[src/rtl/icg_pkg.sv]
// Shared definitions for the clock-gating blocks: FSM state encoding and the
// gate-enable rule used by every gated channel.
package icg_pkg;

    localparam int ICG_ST_W = 2;

    // state     | meaning
    // ST_ACTIVE | clock running, writes accepted, idle timer counting
    // ST_GATED  | clock stopped, waiting for a write request
    // ST_WAKE   | one cycle reopening the clock before writes are accepted
    typedef enum logic [ICG_ST_W-1:0] {
        ST_ACTIVE = 2'd0,
        ST_GATED  = 2'd1,
        ST_WAKE   = 2'd2
    } icg_state_t;

    // Gate enable: the clock runs in every state except GATED, and always under test override.
    function automatic logic icg_cg_en(input icg_state_t st, input logic test_en);
        return (st != ST_GATED) | test_en;
    endfunction

endpackage

[src/rtl/icg_cell.sv]
// Integrated clock gate: enable captured on the falling edge so it is stable
// for the whole high phase, then ANDed with the clock.
module icg_cell (
    input  logic clk,
    input  logic rst_n,
    input  logic en,
    input  logic test_en,
    output logic gclk,
    output logic en_l
);

    // Capture the enable while the clock is low; reset leaves the clock running.
    always_ff @(negedge clk or negedge rst_n) begin
        if (!rst_n) begin
            en_l <= 1'b1;
        end else begin
            en_l <= en;
        end
    end

    // test_en only changes while the clock is low, so the OR cannot chop a high phase.
    assign gclk = clk & (en_l | test_en);

endmodule

[src/rtl/icg_regbank.sv]
// Multi-channel register bank, one clock gate per channel. A channel stops its
// clock after IDLE_CYCLES cycles without a write and reopens it on demand.
//
// state     | meaning
// ST_ACTIVE | clock running, wr_ready = ch_en, idle timer counting no-write cycles
// ST_GATED  | clock stopped, wr_ready = 0, a write request starts the wake-up
// ST_WAKE   | gate reopens at this cycle's negedge, ACTIVE next cycle
module icg_regbank
    import icg_pkg::*;
#(
    parameter  int NUM_CH      = 2,
    parameter  int WIDTH       = 8,
    parameter  int IDLE_CYCLES = 4,
    localparam int CNT_W       = $clog2(IDLE_CYCLES + 1)
) (
    input  logic                    clk,
    input  logic                    rst_n,
    input  logic [NUM_CH-1:0]       ch_en,
    input  logic                    force_on,
    input  logic [NUM_CH-1:0]       wr_valid,
    input  logic [NUM_CH*WIDTH-1:0] wr_data,
    output logic [NUM_CH-1:0]       wr_ready,
    output logic [NUM_CH*WIDTH-1:0] q,
    output logic [NUM_CH-1:0]       gated
);

    localparam logic [CNT_W-1:0] IDLE_LAST = CNT_W'(IDLE_CYCLES - 1);

    for (genvar i = 0; i < NUM_CH; i++) begin : g_ch
        icg_state_t       state;
        logic [CNT_W-1:0] idle_cnt;
        logic             accept;
        logic             cg_en;
        logic             gclk;
        logic             en_l;
        logic [WIDTH-1:0] q_r;

        // Readiness depends only on state and permit so it is valid straight out of reset.
        assign wr_ready[i] = (state == ST_ACTIVE) & ch_en[i];
        assign accept      = wr_valid[i] & wr_ready[i];

        // Channel FSM and idle timer; dropping the permit overrides every other transition.
        always_ff @(posedge clk or negedge rst_n) begin
            if (!rst_n) begin
                state    <= ST_ACTIVE;
                idle_cnt <= '0;
            end else if (!ch_en[i]) begin
                state    <= ST_GATED;
                idle_cnt <= '0;
            end else begin
                case (state)
                    ST_ACTIVE: begin
                        if (accept) begin
                            idle_cnt <= '0;
                        end else if (idle_cnt == IDLE_LAST) begin
                            state    <= ST_GATED;
                            idle_cnt <= '0;
                        end else begin
                            idle_cnt <= idle_cnt + CNT_W'(1);
                        end
                    end
                    ST_GATED: begin
                        if (wr_valid[i]) begin
                            state <= ST_WAKE;
                        end
                    end
                    ST_WAKE: begin
                        state    <= ST_ACTIVE;
                        idle_cnt <= '0;
                    end
                    default: begin
                        state    <= ST_GATED;
                        idle_cnt <= '0;
                    end
                endcase
            end
        end

        assign cg_en = icg_cg_en(state, force_on);

        icg_cell u_cell (
            .clk     (clk),
            .rst_n   (rst_n),
            .en      (cg_en),
            .test_en (force_on),
            .gclk    (gclk),
            .en_l    (en_l)
        );

        // Channel register on the gated clock; the hold mux covers idle ACTIVE and forced cycles.
        always_ff @(posedge gclk or negedge rst_n) begin
            if (!rst_n) begin
                q_r <= '0;
            end else if (accept) begin
                q_r <= wr_data[i*WIDTH +: WIDTH];
            end
        end

        assign q[i*WIDTH +: WIDTH] = q_r;
        assign gated[i]            = ~en_l;
    end

endmodule

[config.mk]
export PLATFORM = sky130hd
export DESIGN_NAME = icg_regbank
export DESIGN_NICKNAME = d
export VERILOG_FILES = /design/src/rtl/icg_pkg.sv /design/src/rtl/icg_cell.sv /design/src/rtl/icg_regbank.sv
export SDC_FILE = /design/constraint.sdc
export NUM_CORES = 1
export LEC_CHECK = 0
export CAP_MARGIN = 5
export CORE_MARGIN = 2
export CORE_UTILIZATION = 41
export CTS_CLUSTER_DIAMETER = 200
export DETAILED_ROUTE_END_ITERATION = 8
export PLACE_DENSITY_LB_ADDON = 0.05
export SETUP_SLACK_MARGIN = 0.4
export SLEW_MARGIN = 20
export SYNTH_ARGS = -nofsm -noshare
export SYNTH_HDL_FRONTEND = slang
export SYNTH_HIERARCHICAL = 1
export SYNTH_SLANG_ARGS = --single-unit
[constraint.sdc]
create_clock -name clk -period 3.9 [get_ports clk]
set_clock_uncertainty 0.1 [all_clocks]
set_input_delay 0.39 -clock clk [delete_from_list [all_inputs] [get_ports clk]]
set_output_delay 0.39 -clock clk [all_outputs]
set_load 0.1 [all_outputs]
# Word-level counts from Yosys, hierarchy flattened
# Cells that the tools add are included.
word_totals:
  register_bits: 28
  inputBits: 23
  out_inout_bits: 20
  elab_cells: 60
op_classes:
  add_sub_neg: 2
  eq_ne: 16
  mux: 18
  bitwise_logic: 12
  n_reduce_logical: 4
ops:
  columns: ["op", "n"]
  rows:
  - ["$mux 3", 6]
  - ["$mux 2", 8]
  - ["$ne 3x3->1 const B", 4]
  - ["$pmux 2 s3", 2]
  - ["$pmux 3 s2", 2]
  - ["$add 3x1->3 const B", 2]
  - ["$and 1x1->1", 6]
  - ["$eq 3x2->1 const B", 2]
  - ["$ne 3x2->1 const B", 2]
  - ["$reduce_and 3->1", 2]
  - ["$eq 2x1->1 const B", 2]
  - ["$eq 2x2->1 const B", 2]
  - ["$logic_not 2->1", 2]
  - ["$ne 2x1->1 const B", 2]
  - ["$ne 2x2->1 const B", 2]
  - ["$or 1x1->1", 4]
  - ["$not 1->1", 2]

# Logic depth before layout (Yosys ltp)
# Gate-level depths: netlist of run 1.
logic_depth:
  depth_word: 6
  ltp_mapped: 5

# Hierarchy
# Netlist of run 1, hierarchy kept.
modules_own_cells:
  columns: ["mod", "instances", "cells_per_inst", "area_each_um2", "seq_area_each_um2"]
  rows:
  - ["icg_regbank", 1, 98, 1226.2, 650.6]
  - ["icg_cell", 2, 3, 37.5, 26.3]

==> flow_summary.ini, run 1 <==
[run_status]
run_status = finished clean

[route]
vias = 974
final_antenna_net_count = 0
wl_per_cell_um = 12.4
wl_um = 2560
drt-initial-drc-count = 27
drc = 0
via_per_inst = 4.71
drt_first_pass_iters = 3

[clock_network]
clkLatencyLatePin_ns = 0.50
path_clk_slew_ns = 0.06
cts_tree = yes
cts_hold_buf = 0

[synth]
synthDistinctLibCells = 22
yosysSeqAreaShare_pct = 54.0
syn_nets = 135
synth_top_cell_area_share_pct = 50.0
synth_cells = 104
ys_top_cells_by_area = dfrtp_1 50%, mux2_2 17%, ha_1 7.7%, dfstp_2 4.0%, nand2_1 2.9%
synth_area_um2 = 1300
ys_ff_latch = 28
yosys.area.top_type = dfrtp_1
ys_warn_count = 6
syn_avg_cell_area_um2 = 12.5

[timing]
slew_violations = 0
fin_setup_tns_ns = 0
max_slew.worst_pin.slew_ns = 0.977
hold_viol = 0
setup_violations = 0
rsz0062_at_grt = true
maxSlewHeadroom_pct = 34.7

[grt]
grt_pass1_wl_um = 4200
grt_pass1_vias = 1023
grtUsageTotal_pct = 16.8
grt_util_met2_pct = 24.8
grt.overflow.total = 0
met3_usage_pct = 6.40
grt_max_degree = 17
busiest_layer = met2
use_met1_pct = 18.2
antenna_found_initial = 0

[critical_path]
cp_max_fo = 2
worstPathArrival_ns = 3.25
worstPathRequired_ns = 3.41
start_kind = flip-flop
critPathKind = reg -> out
end_kind = output port

[die]
coreArea_um2 = 3030
die_area_um2 = 3640
die_h_um = 60.3
io_pins = 43
initial_core_util_pct = 43.0
die_w_um = 60.3
core.rowCount = 20

[final_layout]
diodes = 0
layout.nets = 195
layout_commonest_cell = clkdlybuf4s50_1
area_growth_pct = 48.0
fin_area_um2 = 1930
drive_gt1_share_pct = 30.7
final_cell_mix = 38 x clkdlybuf4s50_1, 26 x dfrtp_1, 20 x mux2_2, 14 x clkbuf_4, 10 x nand2_1
fin_util_pct = 63.6
stdcell_count = 207

[place]
portBuffers = 42
place_area_um2 = 1810
globalplace.congestion = 0.776
dp_cells = 192
dp_hpwl_um = 1990

[worst_hold_path]
min_path_type = in -> async

[run]
drv_cap = 0
==> synthesized netlist by cell type (all sizes together) <==
cell,instances
dfstp,2
nand2,12
and2b,1
nor2b,1
and3,1
nor2,5
mux2,21
mux2i,2
dfrtp,26
a22o,2
nand2b,3
or3b,1
a21oi,4
o21a,2
and2,4
ha,8
inv,8
nor4b,1
==> what timing repair did <==
action / CTS / global route
hold endpoints to repair: 0 / 0
resized for setup: 2 / 0
buffers inserted: 0 / 0
setup endpoints to repair: 2 / 2
==> logic make-up after synthesis <==
group	synth area share, %
simple gates	11.6
flops	54.0
mux	19.7
compound gates	4.62
buf+inv	2.31
fa+ha+maj	7.69
==> critical path, stage by stage, from the launching register on <==
cell and delay [ns]:
dfstp_2 0.53, inv_2 0.04, buf_12 0.15
==> path summary, 6_finish.rpt <==
path / from / to / slack (ns) / cells past startpoint
worst max-delay path: g_ch[1].u_cell/en_l$_DFF_NN1_ / gated[1] / 0.16 / 2
worst min-delay path: rst_n / g_ch[0].q_r[3]$_DFFE_PN0P_ / 0.08 / 2
worst max register to register: g_ch[0].state[1]$_DFFE_PN0P_ / g_ch[0].u_cell/en_l$_DFF_NN1_ / 1.01 / 3
worst min register to register: g_ch[1].q_r[2]$_DFFE_PN0P_ / g_ch[1].q_r[2]$_DFFE_PN0P_ / 0.40 / 1
max in group asynchronous: rst_n / g_ch[0].u_cell/en_l$_DFF_NN1_ / 1.43 / 2
min in group clk: wr_data[10] / g_ch[1].q_r[2]$_DFFE_PN0P_ / 0.31 / 2
==> sequential cells by signal (all words and copies together) (netlist names) <==
register          cells
g_ch.idle_cnt         6
g_ch.state            4
g_ch.u_cell/en_l      2
g_ch.q_r             16
==> metrics by stage <==
step / setup slack [ns] / hold slack (ns)
after global placement: 0.726 / 0.387
after CTS: 0.136 / 0.0713
after floorplan: 0.529 / -0.00559
final: 0.158 / 0.0787
after detailed placement: 0.721 / 0.393
after global routing: 0.106 / 0.0685
==> cell type report <==
type | count | area (um^2)
Sequential cell | 28 | 703
Timing Repair Buffer | 44 | 450
Tap cell | 44 | 55.1
Clock inverter | 2 | 7.51
Fill cell | 250 | 1100
Multi-Input combinational cell | 68 | 568
Clock buffer | 15 | 119
Inverter | 6 | 22.5
==> layer usage <==
metal	wire length (um)	vias up
met5	0	-
met4	65	0
met3	180	8
met2	1240	34
met1	1080	465
li1	-	467
Power of run 1 is not shown: default switching activity piles up to over one toggle a cycle in this logic, so the estimate is an artifact.
==> inputs of run 2 (changes only) <==
Settings changed: DONT_BUFFER_PORTS set to 1.
==> run 2 against run 1 <==
  * Sequential share of layout area rose by 3.7 points
  * Via count fell by 7.8%
  * Register-to-register slack improved by 0.05 ns
  * Worst setup slack improved by 0.0062 ns
  * Clock-buffer cell count did not move
  * Flip-flop and latch count did not move
  * Wire length fell by 2.2%
  * Die area did not move
  * Critical path depth did not move
  * First-iteration DRC count fell by 3.7%
  * Final area fell by 9.1%
  * Non-clock buffer count fell by 19
  * Critical path type unchanged
  * Largest cell class unchanged
==> flow_summary.ini, run 2 (synthesis gave the netlist of run 1 again) <==
[route]
wl_um = 2500
drt-initial-drc-count = 26
vias = 898
drc = 0
final_antenna_net_count = 0
drt_first_pass_iters = 4
wl_per_cell_um = 13.3
via_per_inst = 4.78

[critical_path]
critPathKind = reg -> out
cp_max_fo = 2
start_kind = flip-flop
end_kind = output port
worstPathRequired_ns = 3.41
worstPathArrival_ns = 3.25

[timing]
maxSlewHeadroom_pct = 39.9
fin_setup_tns_ns = 0
worst_slack_ns = 0.164
hold_viol = 0
rsz0062_at_grt = true
slew_violations = 0
setup_violations = 0
max_slew.worst_pin.slew_ns = 0.902

[final_layout]
area_growth_pct = 34.5
final_cell_mix = 26 x dfrtp_1, 20 x mux2_2, 20 x dlygate4sd3_1, 14 x clkbuf_4, 10 x nand2_1
fin_area_um2 = 1750
largest_register_ffs = 16
drive_gt1_share_pct = 34.0
fin_util_pct = 57.8
layout.nets = 176
diodes = 0
layout_commonest_cell = dfrtp_1
largest_register = g_ch.q_r
reg_top3 = g_ch.q_r x16, g_ch.idle_cnt x6, g_ch.state x4

[place]
place_ws_ns = 0.694
globalplace.congestion = 0.686
portBuffers = 0
place_area_um2 = 1380
dp_hpwl_um = 1600

[die]
io_pins = 43
initial_core_util_pct = 43.0
die_w_um = 60.3
die_area_um2 = 3640
coreArea_um2 = 3030
die_h_um = 60.3
core.rowCount = 20

[grt]
use_met1_pct = 15.6
grt_util_met2_pct = 26.2
grt_pass1_vias = 932
grt_max_degree = 27
met3_usage_pct = 7.46
busiest_layer = met2
grt_pass1_wl_um = 3940
grt.overflow.total = 0
antenna_found_initial = 0
grtUsageTotal_pct = 15.9

[clock_network]
clkLatencyLatePin_ns = 0.49
cts_tree = yes
path_clk_slew_ns = 0.09

[worst_hold_path]
min_path_type = in -> reg

[run]
drv_cap = 0

[run_status]
run_status = finished clean
[run 2: cell count changes in the layout (fill, tap and decap cells not counted)]
| cell | change |
|---|---|
| buf_4 | -2 |
| dlygate4sd3_1 | +20 |
| buf_12 | +1 |
| clkdlybuf4s50_1 | -38 |
[run 2: critical path, stage by stage, from the launching register on]
cell     delay, ns
dfstp_2       0.53
inv_2         0.04
buf_12        0.15
[run 2: metal layers]
metal | vias up | wire length [um]
met1 | 430 | 998
met3 | 2 | 186
met2 | 32 | 1310
met5 | - | 0
li1 | 434 | -
met4 | 0 | 9
[run 2: metrics by stage]
stage          hold WS (ns)  instances
6_report             0.0244        188
3_5_place_dp       -0.00502        151
2_1_floorplan      -0.00559        104
5_1_grt              0.0171        188
3_3_place_gp       -0.00501        151
4_1_cts              0.0116        188
[run 2: timing repair]
action	CTS	global route
endpoints found under the setup margin	2	2
hold endpoints to repair	48	0
resized for setup	8	0
hold buffers	21	0
setup buffers	1	0
cloned	0	0
[run 2: path summary, 6_finish.rpt]
path,startpoint,cells past startpoint,end,slack (ns)
worst max-delay path,g_ch[1].u_cell/en_l$_DFF_NN1_,2,gated[1],0.16
worst min-delay path,wr_valid[1],3,g_ch[1].idle_cnt[2]$_DFFE_PN0P_,0.02
worst max register to register,g_ch[0].state[1]$_DFFE_PN0P_,3,g_ch[0].u_cell/en_l$_DFF_NN1_,1.06
worst min register to register,g_ch[1].idle_cnt[2]$_DFFE_PN0P_,2,g_ch[1].idle_cnt[2]$_DFFE_PN0P_,0.41
max in group asynchronous,rst_n,0,g_ch[0].u_cell/en_l$_DFF_NN1_,2.16
min in group asynchronous,rst_n,2,g_ch[0].q_r[2]$_DFFE_PN0P_,0.12
[run 2: final cells by class]
| class | instances | area (um^2) |
|---|---|---|
| timing repair buffer | 25 | 275 |
| clock buffer | 15 | 119 |
| sequential | 28 | 703 |
| tap | 44 | 55.1 |
| fill | 267 | 1280 |
| inverter | 6 | 22.5 |
| multi-input combinational | 68 | 568 |
| clock inverter | 2 | 7.51 |
Power of run 2 is left out for the same reason.
